<file path="src/rtl/keypad_emulator.sv">
// Emulates one key of a 4x4 matrix keypad: a press request closes the key's
// contact (with optional bounce) so the scanner sees its row drive looped back.
module keypad_emulator #(
   parameter int CNT_W   = 8,
   parameter int REL_CYC = 4
) (
   input  logic             clk,
   input  logic             rst,
   input  logic [3:0]       row,
   output logic [3:0]       col,
   input  logic [3:0]       key_code,
   input  logic             press_req,
   input  logic [CNT_W-1:0] hold_cycles,
   input  logic [CNT_W-1:0] bounce_cycles,
   output logic             busy,
   output logic             done,
   output logic [7:0]       hit_count
);

   typedef enum logic [2:0] {IDLE, BOUNCE, HOLD, RELEASE, DONE} state_t;

   localparam logic [CNT_W-1:0] REL_LAST = CNT_W'(REL_CYC - 1);

   state_t           state, state_d;
   logic [CNT_W-1:0] cnt, cnt_d;
   logic             contact, contact_d;
   logic [3:0]       key_q;
   logic [CNT_W-1:0] hold_q;
   logic [1:0]       r_idx, c_idx;
   logic             accept;
   logic             hit;

   // A zero hold still produces one closed cycle.
   function automatic logic [CNT_W-1:0] hold_last(input logic [CNT_W-1:0] h);
      return (h == '0) ? '0 : h - CNT_W'(1);
   endfunction

   assign accept = (state == IDLE) && press_req;
   assign busy   = (state == BOUNCE) || (state == HOLD) || (state == RELEASE);
   assign done   = (state == DONE);

   always_comb begin
      r_idx = 2'd0;
      c_idx = 2'd0;
      case (key_q)
         4'h1: begin r_idx = 2'd0; c_idx = 2'd0; end
         4'h2: begin r_idx = 2'd1; c_idx = 2'd0; end
         4'h3: begin r_idx = 2'd2; c_idx = 2'd0; end
         4'hA: begin r_idx = 2'd3; c_idx = 2'd0; end
         4'h4: begin r_idx = 2'd0; c_idx = 2'd1; end
         4'h5: begin r_idx = 2'd1; c_idx = 2'd1; end
         4'h6: begin r_idx = 2'd2; c_idx = 2'd1; end
         4'hB: begin r_idx = 2'd3; c_idx = 2'd1; end
         4'h7: begin r_idx = 2'd0; c_idx = 2'd2; end
         4'h8: begin r_idx = 2'd1; c_idx = 2'd2; end
         4'h9: begin r_idx = 2'd2; c_idx = 2'd2; end
         4'hC: begin r_idx = 2'd3; c_idx = 2'd2; end
         4'hE: begin r_idx = 2'd0; c_idx = 2'd3; end
         4'h0: begin r_idx = 2'd1; c_idx = 2'd3; end
         4'hF: begin r_idx = 2'd2; c_idx = 2'd3; end
         default: begin r_idx = 2'd3; c_idx = 2'd3; end
      endcase
   end

   // Contact loop-back is purely combinational so a scanning row is seen at once.
   assign hit = contact && !row[r_idx];

   always_comb begin
      col = 4'hF;
      if (hit) col[c_idx] = 1'b0;
   end

   always_comb begin
      state_d   = state;
      cnt_d     = cnt;
      contact_d = contact;
      case (state)
         IDLE: begin
            if (press_req) begin
               contact_d = 1'b1;
               if (bounce_cycles != '0) begin
                  state_d = BOUNCE;
                  cnt_d   = bounce_cycles - CNT_W'(1);
               end else begin
                  state_d = HOLD;
                  cnt_d   = hold_last(hold_cycles);
               end
            end
         end
         BOUNCE: begin
            if (cnt == '0) begin
               state_d   = HOLD;
               cnt_d     = hold_last(hold_q);
               contact_d = 1'b1;
            end else begin
               cnt_d     = cnt - CNT_W'(1);
               contact_d = ~contact;
            end
         end
         HOLD: begin
            if (cnt == '0) begin
               state_d   = RELEASE;
               cnt_d     = REL_LAST;
               contact_d = 1'b0;
            end else begin
               cnt_d = cnt - CNT_W'(1);
            end
         end
         RELEASE: begin
            if (cnt == '0) state_d = DONE;
            else           cnt_d   = cnt - CNT_W'(1);
         end
         DONE: state_d = IDLE;
         default: begin
            state_d   = IDLE;
            contact_d = 1'b0;
         end
      endcase
   end

   always_ff @(posedge clk or posedge rst) begin
      if (rst) begin
         state     <= IDLE;
         cnt       <= '0;
         contact   <= 1'b0;
         hit_count <= 8'd0;
      end else begin
         state   <= state_d;
         cnt     <= cnt_d;
         contact <= contact_d;
         if (accept)
            hit_count <= 8'd0;
         else if (hit && (hit_count != 8'hFF))
            hit_count <= hit_count + 8'd1;
      end
   end

   // Press parameters are captured only on acceptance and stay fixed mid-press.
   always_ff @(posedge clk) begin
      if (accept) begin
         key_q  <= key_code;
         hold_q <= hold_cycles;
      end
   end

endmodule

</file>
<file path="config.mk">
export PLATFORM = sky130hd
export DESIGN_NAME = keypad_emulator
export DESIGN_NICKNAME = d
export VERILOG_FILES = /design/src/rtl/keypad_emulator.sv
export SDC_FILE = /design/constraint.sdc
export NUM_CORES = 1
export LEC_CHECK = 0
export ABC_AREA = 1
export CORE_MARGIN = 4
export CORE_UTILIZATION = 45
export CTS_CLUSTER_DIAMETER = 150
export CTS_CLUSTER_SIZE = 14
export DETAILED_ROUTE_END_ITERATION = 7
export GPL_ROUTABILITY_DRIVEN = 0
export GPL_TIMING_DRIVEN = 0
export PLACE_DENSITY = 0.68
export SLEW_MARGIN = 5
export SYNTH_ARGS = -nofsm -noshare
export SYNTH_HDL_FRONTEND = slang
export SYNTH_SLANG_ARGS = --single-unit
</file>
<file path="constraint.sdc">
create_clock -name clk -period 2.9 [get_ports clk]
set_input_delay 0.29 -clock clk [delete_from_list [all_inputs] [get_ports clk]]
set_output_delay 0.29 -clock clk [all_outputs]
set_load 0.05 [all_outputs]
</file>
==> flow_summary_export.csv, run 1 <==
group,metric,value,unit
clock_network,cts_resized,0,
layout,layout.nets,497,
sta,slew-limit-headroom,0.456,
global_routing,antenna_found_initial,0,
synth,synth.top_cell.area_share,0.180,
die,io_pins,41,
worst_setup_path,r2r_slack,1080,ps
synth,synth_area_leaders,"dfrtp_1, nand2_1, edfxtp_1",
sta,hold_viol,0,
global_routing,grt_max_degree,21,
sta,fin_ws,493,ps
power,p_seq_frac,0.317,
global_routing,grt_pass1_vias,2481,
clock_network,cts_tree,"yes",
route,first_iter_violations,146,
route,via_count,2656,
worst_setup_path,worstPathRequired,2610,ps
sta,rsz0062_at_grt,"false",
power,internal-power,1.36,mW
route,vias_per_cell,4.94,
die,die_x,86.6,µm
synth,syn-num-nets,450,
worst_setup_path,crit_top_cell,"inv_2",
sta,setup_violations,0,
global_routing,grt_overflow,0,
worst_setup_path,critPathLaunchType,"flop",
clock_network,cts.clk_slew.worst_paths,70,ps
worst_setup_path,slowest_stage,"clkdlybuf4s50_1",
synth,ys_async_sr_fraction,0.556,
power,p_sw,1.23,mW
worst_setup_path,path_cells,"inv_2, nand2_1, nand2_2, inv_2, clkdlybuf4s50_1",
die,die_y,86.6,µm
synth,ys_types,34,
synth,synthCells,415,
route,drc_errors,0,
layout,diodes,0,
clock_network,clk_latency,290,ps
sta,fin_crit_sh,0.830,
power,peakVddDrop,0.000599,V
route,routedWlPerCell,11.6,µm
worst_setup_path,worstPathArrival,2120,ps
clock_network,cts_sinks,36,
synth,synth_enable_flop_cells,12,
worst_setup_path,crit_path_max_incr_delay,820,ps
status,outcome,"completed",
worst_setup_path,crit_buf_inv,3,
die,start_util,0.466,
layout,final.fill_count,592,
clock_network,cts_setup_buffers,0,
global_routing,grt_usage,0.178,
die,core_area,0.00596,mm²
die,num_rows,28,
clock_network,htree_levels,2,
clock_network,cts_buffers,5,
worst_setup_path,critPathTopFamily,"buffers and inverters",
power,switching_share,0.476,
worst_hold_path,hold_path_class,"input pin to async pin",
sta,fin_crit,2410,ps
synth,yosys_register_bits,36,
sta,worst_pin_slew,815,ps
sta,timing.setup.tns,0,ps
sta,slew_viol_final,0,
sta,fin_skew,7.34,ps
power,p_leak,1.64,nW
synth,yosys.cell_count.top_type,"nand2_1",
synth,ys_top_cells_by_count,"nand2_1, nor2_1, inv_1",
power,power_frac_clock,0.131,
placement,port_buffers,40,
synth,syn_area_per_cell,6.69,µm²
placement,pre_cts_slack,652,ps
worst_setup_path,cp-end-kind,"output port",
placement,dpl.hpwl,5080,µm
clock_network,cts_buffer_depth,2,
route,ant_nets,0,
die,die-area,0.00749,mm²
worst_setup_path,crit_type,"flop to output port",
route,routed_wl,6250,µm
synth,synth_top_cell_by_area,"dfrtp_1",
job,drv_cap,0,
clock_network,cts_hold_buf,0,
power,p_comb_frac,0.552,
power,p_per_area,772,mW/mm²
sta,max_freq,415,MHz
synth,ys.flop_type,"dfrtp_1",
layout,drive_above_1_share,0.0799,
route,firstDrtPassIters,4,
global_routing,grt_first_pass_wirelength,10700,µm
clock_network,clockRootBuffer,"clkbuf_8",
layout,syn_to_final_growth,20.7,%
synth,synth_area,0.00278,mm²
synth,seq_area_frac_synth,0.339,
synth,ys_warn_count,0,
worst_setup_path,cp_max_fo,10,
## per-stage QoR
stage,hold WS (ps),std cells,power (mW),utilization,instance area (µm²)
after floorplan,254,415,1.89,-,2780
after global placement,462,530,2.22,0.549,3270
after detailed placement,470,530,2.25,0.549,3270
after CTS,488,538,2.59,0.563,3350
after global routing,527,538,2.82,0.563,3350
final,458,538,2.59,0.563,3350
## flip-flops by register name (all words and copies together) (netlist names)
name / cells
c_idx: 2
cnt: 8
contact: 1
hit_count: 8
hold_q: 8
key_q: 4
r_idx: 2
state: 3
## logic make-up after synthesis
family,synth area share
AND/OR/NAND/NOR,0.388
buffers and inverters,0.105
AO/OA/AOI/OAI,0.0942
flip-flops,0.339
XOR/XNOR,0.0379
adder cells (fa/ha/maj),0.0361
## worst paths after layout
kind                               start       end  depth (start not counted)
worst max-delay path            state[0]      busy                          5
worst min-delay path                 rst    cnt[0]                          2
worst max register to register    cnt[0]    cnt[7]                         11
worst min register to register    cnt[1]    cnt[1]                          2
max in group asynchronous            rst  state[2]                          2
min in group clk                  cnt[1]    cnt[1]                          2
## worst reg2reg max path, stage by stage (launching register included)
cell     delay [ps]
dfrtp_1         410
inv_1            70
ha_1            210
nand2_2         130
nor2_8          190
nand2_1          70
nand2_1         120
nand2_1         140
nand2_1         130
nand3_1          80
nand3_1         110
nand2_1          60
## layout by cell type (no fill, tap or decap), types with 2 or more instances in the layout
cell	Yosys	routed
nand2_1	114	114
nor2_1	65	65
inv_1	61	61
nand3_1	41	41
clkdlybuf4s50_1	0	40
dfrtp_1	20	20
o21ai_0	16	16
edfxtp_1	12	12
xor2_1	10	10
a21oi_1	9	9
inv_2	8	8
ha_1	8	8
nand2_2	5	5
clkbuf_8	0	5
o21ai_1	4	4
o21ai_2	4	4
dfxtp_1	4	4
nand2_4	3	3
nor2_2	3	3
o22ai_1	3	3
nand4_1	3	3
nor3_1	3	3
nor2_4	2	2
o211ai_1	2	2
xnor2_1	2	2
nor3b_1	2	2
o31ai_1	2	2
clkinv_1	0	2
## power groups by stage
stage | Combinational, mW | Sequential, mW | Clock (mW)
4_1_cts | 1.43 | 0.819 | 0.346
3_3_place_gp | 1.40 | 0.825 | 0
3_5_place_dp | 1.42 | 0.826 | 0
6_report | 1.43 | 0.821 | 0.339
2_1_floorplan | 0.992 | 0.895 | 0
5_1_grt | 1.60 | 0.841 | 0.371
## cell type report
class | count | area [µm²] | area share
multi-input combinational | 308 | 1550 | 0.461
sequential | 36 | 941 | 0.281
timing repair buffer | 40 | 400 | 0.119
inverter | 69 | 259 | 0.0773
buffer | 2 | 31.3 | 0.00934
clock inverter | 2 | 7.51 | 0.00224
tap | 75 | 93.8 | 0.0280
clock buffer | 6 | 72.6 | 0.0217
## per-layer routing
metal,wire [µm],GRT usage,vias up
met5,0,0,-
met4,74,0.0623,0
met3,252,0.0361,12
met2,2710,0.273,50
met1,3200,0.249,1185
li1,-,-,1409
(Power assumes the default switching activity.)
==> run 2, diff against run 1 <==
- clock period: 2.9 -> 2.3 ns (I/O delays scaled with it)
==> flow_summary_export.csv, run 2 (synthesis gave the netlist of run 1 again) <==
group,metric,value,unit
status,outcome,"completed",
sta,timing.setup.tns,0,ps
global_routing,grt_pass1_vias,2481,
clock_network,htree_levels,2,
worst_setup_path,worstPathArrival,1930,ps
clock_network,cts_tree,"yes",
route,ant_nets,0,
clock_network,clk_latency,290,ps
layout,multi_input_area,0.00155,mm²
clock_network,cts_sinks,36,
placement,dpl.hpwl,5080,µm
clock_network,cts_buffer_depth,2,
layout,drive_above_1_share,0.0799,
placement,port_buffers,40,
route,drc_errors,0,
worst_setup_path,worstPathRequired,2070,ps
die,die-area,0.00749,mm²
die,die_x,86.6,µm
worst_setup_path,r2r_slack,470,ps
layout,largestRegisters,"cnt x8, hit_count x8, hold_q x8",
global_routing,grt_usage,0.178,
global_routing,grt_first_pass_wirelength,10700,µm
sta,slew_viol_final,0,
layout,layout.nets,497,
layout,diodes,0,
power,peakVddDrop,0.000755,V
route,routed_wl,6300,µm
power,switching_share,0.477,
sta,max_freq,463,MHz
worst_setup_path,crit_type,"flop to output port",
layout,layout_commonest_cell,"nand2_1",
sta,setup_violations,0,
sta,whs,398,ps
clock_network,cts_hold_buf,0,
sta,slew-limit-headroom,0.460,
route,firstDrtPassIters,4,
route,first_iter_violations,148,
die,start_util,0.466,
clock_network,cts.clk_slew.worst_paths,70,ps
placement,post_dp_cell_area,0.00327,mm²
job,drv_cap,0,
layout,fin_cells,538,
layout,final_cell_area,0.00336,mm²
route,vias_per_cell,4.95,
global_routing,grt_overflow,0,
sta,worst_pin_slew,809,ps
die,num_rows,28,
power,power_frac_clock,0.131,
power,finalPower,3.26,mW
power,p_leak,1.66,nW
sta,fin_crit_sh,0.940,
route,routedWlPerCell,11.7,µm
clock_network,clockRootBuffer,"clkbuf_8",
power,p_comb_frac,0.551,
route,via_count,2662,
power,p_seq_frac,0.318,
layout,final.fill_count,590,
layout,ff_latch_area,941,µm²
layout,syn_to_final_growth,20.9,%
global_routing,antenna_found_initial,0,
sta,hold_viol,0,
worst_hold_path,hold_path_class,"input pin to async pin",
power,p_sw,1.55,mW
power,p_per_area,970,mW/mm²
sta,fin_crit,2160,ps
worst_setup_path,cp_max_fo,5,
die,io_pins,41,
global_routing,grt_max_degree,21,
sta,rsz0062_at_grt,"false",
placement,dp_cells,530,
die,die_y,86.6,µm
worst_setup_path,cp-end-kind,"output port",
die,core_area,0.00596,mm²
worst_setup_path,critPathLaunchType,"flop",
clock_network,cts_buffers,5,
power,internal-power,1.70,mW
layout,mostFrequentLayoutCells,"nand2_1, nor2_1, inv_1, nand3_1, clkdlybuf4s50_1",
sta,fin_skew,5.71,ps
run 2: cell types whose count changed in the layout (fill, tap and decap cells not counted):
cell | before | now
dlymetal6s2s_1 | 0 | 3
dlygate4sd2_1 | 0 | 1
clkdlybuf4s50_1 | 40 | 36
run 2: area by class of cell:
type,count,area share
Buffer,2,0.00932
Clock buffer,6,0.0216
Clock inverter,2,0.00224
Inverter,69,0.0772
Multi-Input combinational cell,308,0.460
Sequential cell,36,0.280
Tap cell,75,0.0280
Timing Repair Buffer,40,0.121
run 2: worst paths after layout:
path                           from        to  cells after the start
setup / recovery           r_idx[0]    col[2]                      6
hold / removal                  rst    cnt[0]                      2
setup reg to reg             cnt[0]    cnt[7]                     11
hold reg to reg              cnt[1]    cnt[1]                      2
max in group asynchronous       rst  state[2]                      2
min in group clk             cnt[1]    cnt[1]                      2
run 2: routing by layer:
layer,vias to the layer above,global-route usage,part of all wire
met2,60,0.273,0.43
met4,0,0.0623,0.017
met5,-,0,0
li1,1405,-,-
met1,1183,0.249,0.51
met3,14,0.0361,0.041
run 2: what timing repair did:
action,4_1_cts,5_1_grt
pin swaps,0,0
resized for setup,1,3
endpoints found under the hold margin,0,0
buffers inserted,0,0
setup endpoints to repair,1,3
run 2: critical path, stage by stage (launching register included):
cell,delay (ps)
dfxtp_1,350
inv_1,60
nand2_1,50
nand3_1,70
a21oi_2,280
nand3_1,110
clkdlybuf4s50_1,720
run 2: stage by stage:
step,utilization,setup WS (ps)
finish,0.564,138
detailed placement,0.549,172
global route,0.564,10.9
floorplan,-,574
global placement,0.549,193
CTS,0.562,105
run 2: power groups by stage:
| stage | clock, mW | sequential [mW] | combinational [mW] |
|---|---|---|---|
| finish | 0.425 | 1.04 | 1.79 |
| global route | 0.468 | 1.06 | 2.02 |
| CTS | 0.436 | 1.03 | 1.79 |
| detailed placement | 0 | 1.04 | 1.79 |
| global placement | 0 | 1.04 | 1.76 |
| floorplan | 0 | 1.13 | 1.25 |
